[src/rtl/pipe_pkg.sv]
// Shared pipeline constants: default widths, EX->MEM payload layout and the
// NOP/zero pieces the inter-stage bubble is built from.
package pipe_pkg;

  localparam int unsigned DEF_DATA_W  = 160;
  localparam int unsigned DEF_CARRY_W = 66;

  localparam int unsigned EXM_PC_LSB    = 0;
  localparam int unsigned EXM_ALU_LSB   = 32;
  localparam int unsigned EXM_STORE_LSB = 64;
  localparam int unsigned EXM_INSTR_LSB = 96;
  localparam int unsigned EXM_CTRL_LSB  = 128;
  localparam int unsigned EXM_FIELD_W   = 32;

  localparam logic [EXM_FIELD_W-1:0] NOP_INSTR = 32'h0000_0000;
  localparam logic [EXM_FIELD_W-1:0] WORD_ZERO = '0;
  localparam logic [EXM_FIELD_W-1:0] CTRL_ZERO = '0;

  localparam logic [DEF_DATA_W-1:0] EXM_BUBBLE =
    {CTRL_ZERO, NOP_INSTR, WORD_ZERO, WORD_ZERO, WORD_ZERO};

  typedef enum logic [2:0] {
    BUF_IDLE,
    BUF_PUSH,
    BUF_POP,
    BUF_SWAP,
    BUF_FLUSH
  } buf_op_e;

  function automatic buf_op_e decode_op(input logic flush, input logic push,
                                        input logic pop);
    if (flush)            return BUF_FLUSH;
    else if (push && pop) return BUF_SWAP;
    else if (push)        return BUF_PUSH;
    else if (pop)         return BUF_POP;
    else                  return BUF_IDLE;
  endfunction

endpackage

[src/rtl/pipe_slot.sv]
// One buffer entry: payload register plus valid bit; clear beats load.
module pipe_slot
  import pipe_pkg::*;
#(
  parameter int unsigned DATA_W = DEF_DATA_W
) (
  input  logic              clk,
  input  logic              rst,
  input  logic              load,
  input  logic              clear,
  input  logic [DATA_W-1:0] d,
  output logic              valid,
  output logic [DATA_W-1:0] q
);

  always_ff @(posedge clk or posedge rst) begin
    if (rst) begin
      valid <= 1'b0;
      q     <= '0;
    end else if (clear) begin
      valid <= 1'b0;
    end else if (load) begin
      valid <= 1'b1;
      q     <= d;
    end
  end

endmodule

[src/rtl/pipe_stage_buf.sv]
// Two-entry in-order skid buffer between pipeline stages, with a multi-cycle
// carry returned upstream one cycle later.
module pipe_stage_buf
  import pipe_pkg::*;
#(
  parameter int unsigned        DATA_W  = DEF_DATA_W,
  parameter int unsigned        CARRY_W = DEF_CARRY_W,
  parameter logic [DATA_W-1:0]  BUBBLE  = DATA_W'(EXM_BUBBLE)
) (
  input  logic               clk,
  input  logic               rst,
  input  logic               flush,
  input  logic               in_valid,
  output logic               in_ready,
  input  logic [DATA_W-1:0]  in_data,
  input  logic               in_hold,
  input  logic [CARRY_W-1:0] carry_i,
  output logic [CARRY_W-1:0] carry_o,
  output logic               out_valid,
  input  logic               out_ready,
  output logic [DATA_W-1:0]  out_data,
  output logic [1:0]         count
);

  logic              head_v, skid_v;
  logic [DATA_W-1:0] head_q, skid_q;
  logic              head_load, head_clr, skid_load, skid_clr;
  logic [DATA_W-1:0] head_d;
  logic              push, pop;
  buf_op_e           op;

  // The skid entry is only ever occupied behind a valid head.
  assign count     = skid_v ? 2'd2 : (head_v ? 2'd1 : 2'd0);
  assign in_ready  = (count != 2'd2);
  assign out_valid = head_v;
  assign out_data  = head_v ? head_q : BUBBLE;

  assign push = in_valid & in_ready;
  assign pop  = out_valid & out_ready;
  assign op   = decode_op(flush, push, pop);

  always_comb begin
    head_load = 1'b0;
    head_clr  = 1'b0;
    skid_load = 1'b0;
    skid_clr  = 1'b0;
    head_d    = in_data;
    unique case (op)
      BUF_FLUSH: begin
        head_clr = 1'b1;
        skid_clr = 1'b1;
      end
      // Push needs a free slot, so swap only happens with the skid empty.
      BUF_SWAP: head_load = 1'b1;
      BUF_PUSH: begin
        if (head_v) skid_load = 1'b1;
        else        head_load = 1'b1;
      end
      BUF_POP: begin
        if (skid_v) begin
          head_load = 1'b1;
          head_d    = skid_q;
          skid_clr  = 1'b1;
        end else begin
          head_clr = 1'b1;
        end
      end
      default: ;
    endcase
  end

  pipe_slot #(.DATA_W(DATA_W)) u_head (
    .clk   (clk),
    .rst   (rst),
    .load  (head_load),
    .clear (head_clr),
    .d     (head_d),
    .valid (head_v),
    .q     (head_q)
  );

  pipe_slot #(.DATA_W(DATA_W)) u_skid (
    .clk   (clk),
    .rst   (rst),
    .load  (skid_load),
    .clear (skid_clr),
    .d     (in_data),
    .valid (skid_v),
    .q     (skid_q)
  );

  always_ff @(posedge clk or posedge rst) begin
    if (rst)          carry_o <= '0;
    else if (flush)   carry_o <= '0;
    else if (in_hold) carry_o <= carry_i;
    else if (push)    carry_o <= '0;
  end

endmodule

[config.mk]
export PLATFORM = sky130hd
export DESIGN_NAME = pipe_stage_buf
export DESIGN_NICKNAME = d
export VERILOG_FILES = /design/src/rtl/pipe_pkg.sv /design/src/rtl/pipe_slot.sv /design/src/rtl/pipe_stage_buf.sv
export SDC_FILE = /design/constraint.sdc
export NUM_CORES = 1
export LEC_CHECK = 0
export BUFFER_PORTS_ARGS = -buffer_cell sky130_fd_sc_hd__buf_2
export CORE_ASPECT_RATIO = 0.7
export CORE_MARGIN = 2
export CORE_UTILIZATION = 53
export CTS_CLUSTER_SIZE = 24
export DETAILED_ROUTE_END_ITERATION = 16
export GPL_ROUTABILITY_DRIVEN = 1
export PLACE_DENSITY = 0.86
export SYNTH_ARGS = -nofsm -noshare
export SYNTH_HDL_FRONTEND = slang
export SYNTH_SLANG_ARGS = --single-unit
[constraint.sdc]
create_clock -name clk -period 13.1 [get_ports clk]
set_clock_uncertainty 0.05 [all_clocks]
set_input_delay 1.31 -clock clk [delete_from_list [all_inputs] [get_ports clk]]
set_output_delay 1.31 -clock clk [all_outputs]
set_load 0.01 [all_outputs]
# ---- Word-level counts from Yosys, hierarchy flattened
# Cells that the tools add are included.
dict set report word_totals {
  inputBits 232
  regBits 388
  elab_cells 44
  out_inout_bits 230
}
dict set report op_classes {
  bitwise 4
  n_eq_ne 5
  n_mux 24
  n_reduce_logical 6
}
# operator n
set ops {}
lappend ops {{160-bit 2-to-1 mux} 3}
lappend ops {{66-bit 2-to-1 mux} 3}
lappend ops {{1-bit 2-to-1 mux} 10}
lappend ops {{2-bit 2-to-1 mux} 4}
lappend ops {{3-bit by 2-bit == test with 1-bit output, second input constant} 2}
lappend ops {{1-bit case mux with 2 select lines} 2}
lappend ops {{2-bit AND reduction} 2}
lappend ops {{2-bit nonzero test} 2}
lappend ops {{3-bit by 1-bit == test with 1-bit output, second input constant} 1}
lappend ops {{3-bit == test, second input constant} 1}
lappend ops {{3-bit 2-to-1 mux} 1}
lappend ops {{1-bit case mux with 3 select lines} 1}
lappend ops {{3-bit nonzero test} 1}
lappend ops {{1-bit AND} 2}
lappend ops {{2-bit != test, second input constant} 1}
lappend ops {{1-bit inverter} 2}
lappend ops {{1-bit logical AND} 1}

# ---- Depth between registers and ports, before layout
dict set report depth {
  depth_word 11
  depth_mapped 7
  depth_no_buf 3
}

# ---- Cells and area by module
# A second synthesis with hierarchy kept.
dict set report hier_totals {
  cells_unflattened 1349
  area_unflattened_um2 19243.5
}
# module instances seq_area_each_um2 area_per_inst_um2 cells_per_inst
set modules_own_cells {}
lappend modules_own_cells {pipe_slot 2 4028.9 6434.9 343}
lappend modules_own_cells {pipe_stage_buf 1 1651.6 6373.6 663}

# ---- Least setup slack after synthesis
# OpenSTA, ideal clock, no wires.
dict set report synth_timing {
  kind {reg-to-output}
  from {reg u_head.valid}
  to {out out_data[100]}
  n_path_buf 3
  arrival_time_ns 1.309
  stages_incl_launch_ff 5
  required_time_ns 11.740
  setup_slack_ns 10.431
  cell_sequence {dfrtp_1 buf_2 clkbuf_1 clkbuf_1 and2_1}
}
dict set report synth_via {
  elab_chain_cells 1
}
# item line_no
set synth_lines {}
lappend synth_lines {{from (decl)} pipe_slot.sv:12} ;# output logic valid,
lappend synth_lines {{from (signal assigned)} pipe_slot.sv:18} ;# valid <= 1'b0;
lappend synth_lines {{from (signal assigned)} pipe_slot.sv:21} ;# valid <= 1'b0;
lappend synth_lines {{from (signal assigned)} pipe_slot.sv:23} ;# valid <= 1'b1;
lappend synth_lines {{160-bit 2-to-1 mux} pipe_stage_buf.sv:36} ;# assign out_data = head_v ? head_q : BUBBLE;
lappend synth_lines {{to (decl)} pipe_stage_buf.sv:21} ;# output logic [DATA_W-1:0] out_data,
# No other way between the ends.

# ---- Final worst setup path
dict set report layout_timing {
  from {reg u_head.valid}
  to {out out_data[26]}
}
# The elaborated chain is that of the path after synthesis.

==> metrics.md <==
| Metric | Value |
|---|---|
| Status | finished clean |
| Largest net degree at the start of global routing | 135 |
| Post-CTS resize count | 0 |
| Setup TNS | 0 ns |
| Ys async rst share | 1.00 |
| Htree depth | 2 |
| Finished Core Util | 0.654 |
| Crit-path cells | buf_4 -> and2_1 -> buf_2 |
| Area occupied by multi-input gates | 7110 um2 |
| MaxCap Viol Count | 0 |
| Vias in the first global route | 11900 |
| Initial core utilization | 0.537 |
| Worst EP required | 11.74 ns |
| WS Path Type | flip-flop to output pin |
| HPWL Detailed | 26.8 mm |
| TritonRoute pass-1 iters | 6 |
| Number of synthesized flops with an enable pin | 0 |
| Core ar. | 32200 um2 |
| Dpl ws | 8.71 ns |
| Pwr/cell area | 149 nW/um2 |
| Layout cells sized above 1 | 0.560 |
| Synth top area cells | dfrtp_1, mux2_2, mux2_1, and2_1, a22o_1 |
| Die area | 34100 um2 |
| Metal2 WL | 20.0 mm |
| Met3 routed WL | 2.46 mm |
| Clk_lat worst skew | 0.52 ns |
| Vias | 11200 |
| Most frequent cell after synthesis | mux2_2 |
| CTS tree | done |
| Hold Fails Final Rpt | 0 |
| Slew @ Worst Pin | 1.11 ns |
| Fmax | 248 MHz |
| CP max-delay cell | dfrtp_4 |
| Period utilisation layout | 0.307 |
| Die width | 220 um |
| Logic pwr share | 0.156 |
| Clock Pin Slew Worst Setup and Hold Paths | 0.06 ns |
| Num Clock Sinks | 388 |
| P&R area growth vs syn | 21.9% |
| Post-route DRC | 0 |
| Global-route wire length before repair | 62.5 mm |
| Post-synth design cell area | 17300 um2 |
| Fillcell total | 2256 |
| Syn_area_per_cell | 14.4 um2 |
| Highest metal used | met5 |
| Placed cell area | 19800 um2 |
| Critical Path Fanout Max | 100 |
| Worst setup margin | 9.07 ns |
| Initial antenna violation count | 11 |
| GRT overflow | 0 |
| Nets | 1859 |
| Yosys cell types | 20 |
| Number of synthesized register bits | 388 |
| Port-buffer cells | 461 |
| Clock buffers created by TritonCTS | 39 |
| Crit path DAT | 2.67 ns |
| Overall power | 3.15 mW |
| Max Transition Viols Final | 0 |
| Synth area leader | dfrtp_1 |
| Die Y | 155 um |
| Ports | 462 |
| Post-synth top cells | mux2_2, dfrtp_1, and2_1 |
| Root Buffer | clkbuf_16 |
| Max stage delay on crit path | 0.82 ns |
| Via/cell ratio | 5.35 |
| # hold bufs at CTS | 0 |
| Mapped Cells | 1197 |
| Count of final setup violators | 0 |
| Worst Reg2Reg Path Length in Cells | 4 |
| Internal Power | 2.37 mW |
| Yosys top cell area share | 0.562 |
| Predominant post-synthesis flop cell | dfrtp_1 |
| Net Count, Synth | 1429 |
| RSZ-0062 raised after global routing | no |
| Synth Warn # | 0 |
| Critical path endpoint category | output pin |
| Slew HR | 0.258 |
| Switch Pwr | 0.776 mW |
| Worst hold path type | flip-flop to flip-flop |
| ANT nets after route | 0 |
| Register area | 9710 um2 |
| Reg power frac | 0.494 |
| # rows | 55 |
| DRT met1 WL | 16.2 mm |
| Leakage | 10.3 nW |
| Wirelength per Cell | 19.3 um |
| Critical path startpoint category | flip-flop |
| Crit path time final | 4.03 ns |
| CTS max path bufs | 3 |
| Peak supply drop | 0.118 mV |
| Register area share after synthesis | 0.562 |
| Total GRT Usage | 0.231 |
| Iter 0 DRT Violations | 710 |
| Depth of the worst hold-timing path | 1 |
| Finished Cell Area | 21100 um2 |
| Postcts setup bufs | 0 |
| Overall routed net length | 40.3 mm |
| Placer Congestion | 0.785 |
| Net Sw Frac | 0.247 |
| Clock power share | 0.351 |
area by class of cell:
cell class	count	area share
clock inverters	8	0.00487
repair buffers	474	0.114
clock buffers	60	0.0549
diodes	10	0.00119
well taps	427	0.0254
inverters	4	0.00107
flip-flops and latches	388	0.461
multi-input cells	720	0.338
routing by layer:
metal  track usage  vias up
li1              -     5107
met4         0.104        2
met5             0        -
met1         0.284     5632
met3        0.0553      107
met2         0.387      338
registers in the layout (all words and copies together) (netlist names):
name and cells:
u_head.q 160, u_skid.q 160, carry_o 66, u_head.valid 1, u_skid.valid 1
cells in the final DEF, fill, tap and decap left out, drive strengths merged:
master / n
a2111oi: 1
clkinv: 4
buf: 474
a211oi: 1
mux2: 480
and2: 160
nand3: 1
nor2: 3
nand4b: 1
diode: 10
nand2b: 1
nor3: 1
clkbuf: 60
dfrtp: 388
nor2b: 3
clkinvlp: 1
bufinv: 2
inv: 5
a21oi: 1
a22o: 66
and2b: 1
cell families (layout without fill, tap and decap cells):
logic type,Yosys count,after routing,share of synthesized area
AO/OA/AOI/OAI,69,69,0.0357
AND/OR/NAND/NOR,171,171,0.0615
flip-flops,388,388,0.562
multiplexers,480,480,0.313
buffers and inverters,89,546,0.0286
other,0,10,0
path summary, 6_finish.rpt:
path	from	end	slack, ns
worst max-delay path	u_head.valid	out_data[26]	9.07
worst min-delay path	u_head.q[28]	u_head.q[28]	0.44
worst max register to register	u_head.valid	u_head.q[15]	9.62
worst min register to register	u_head.q[28]	u_head.q[28]	0.44
max in group asynchronous	rst	carry_o[19]	9.39
min in group asynchronous	rst	u_skid.q[96]	0.93
critical path: cells and delay by family, from the launching register on:
family                 cells  cell delay, ns
flip-flops                 1            0.82
AND/OR/NAND/NOR            1            0.26
buffers and inverters      2            0.96
power groups by stage:
stage,clock [mW],sequential (mW),combinational [mW]
3_5_place_dp,0,1.57,0.495
3_3_place_gp,0,1.55,0.470
5_1_grt,1.18,1.58,0.534
4_1_cts,1.13,1.55,0.497
6_report,1.10,1.55,0.491
2_1_floorplan,0,1.54,0.343
through the flow:
stage / std cells / hold slack, ns
CTS: 2081 / 0.449
floorplan: 1197 / 0.422
global placement: 2013 / 0.429
global route: 2091 / 0.452
detailed placement: 2013 / 0.435
finish: 2091 / 0.444
(Power assumes the default switching activity.)
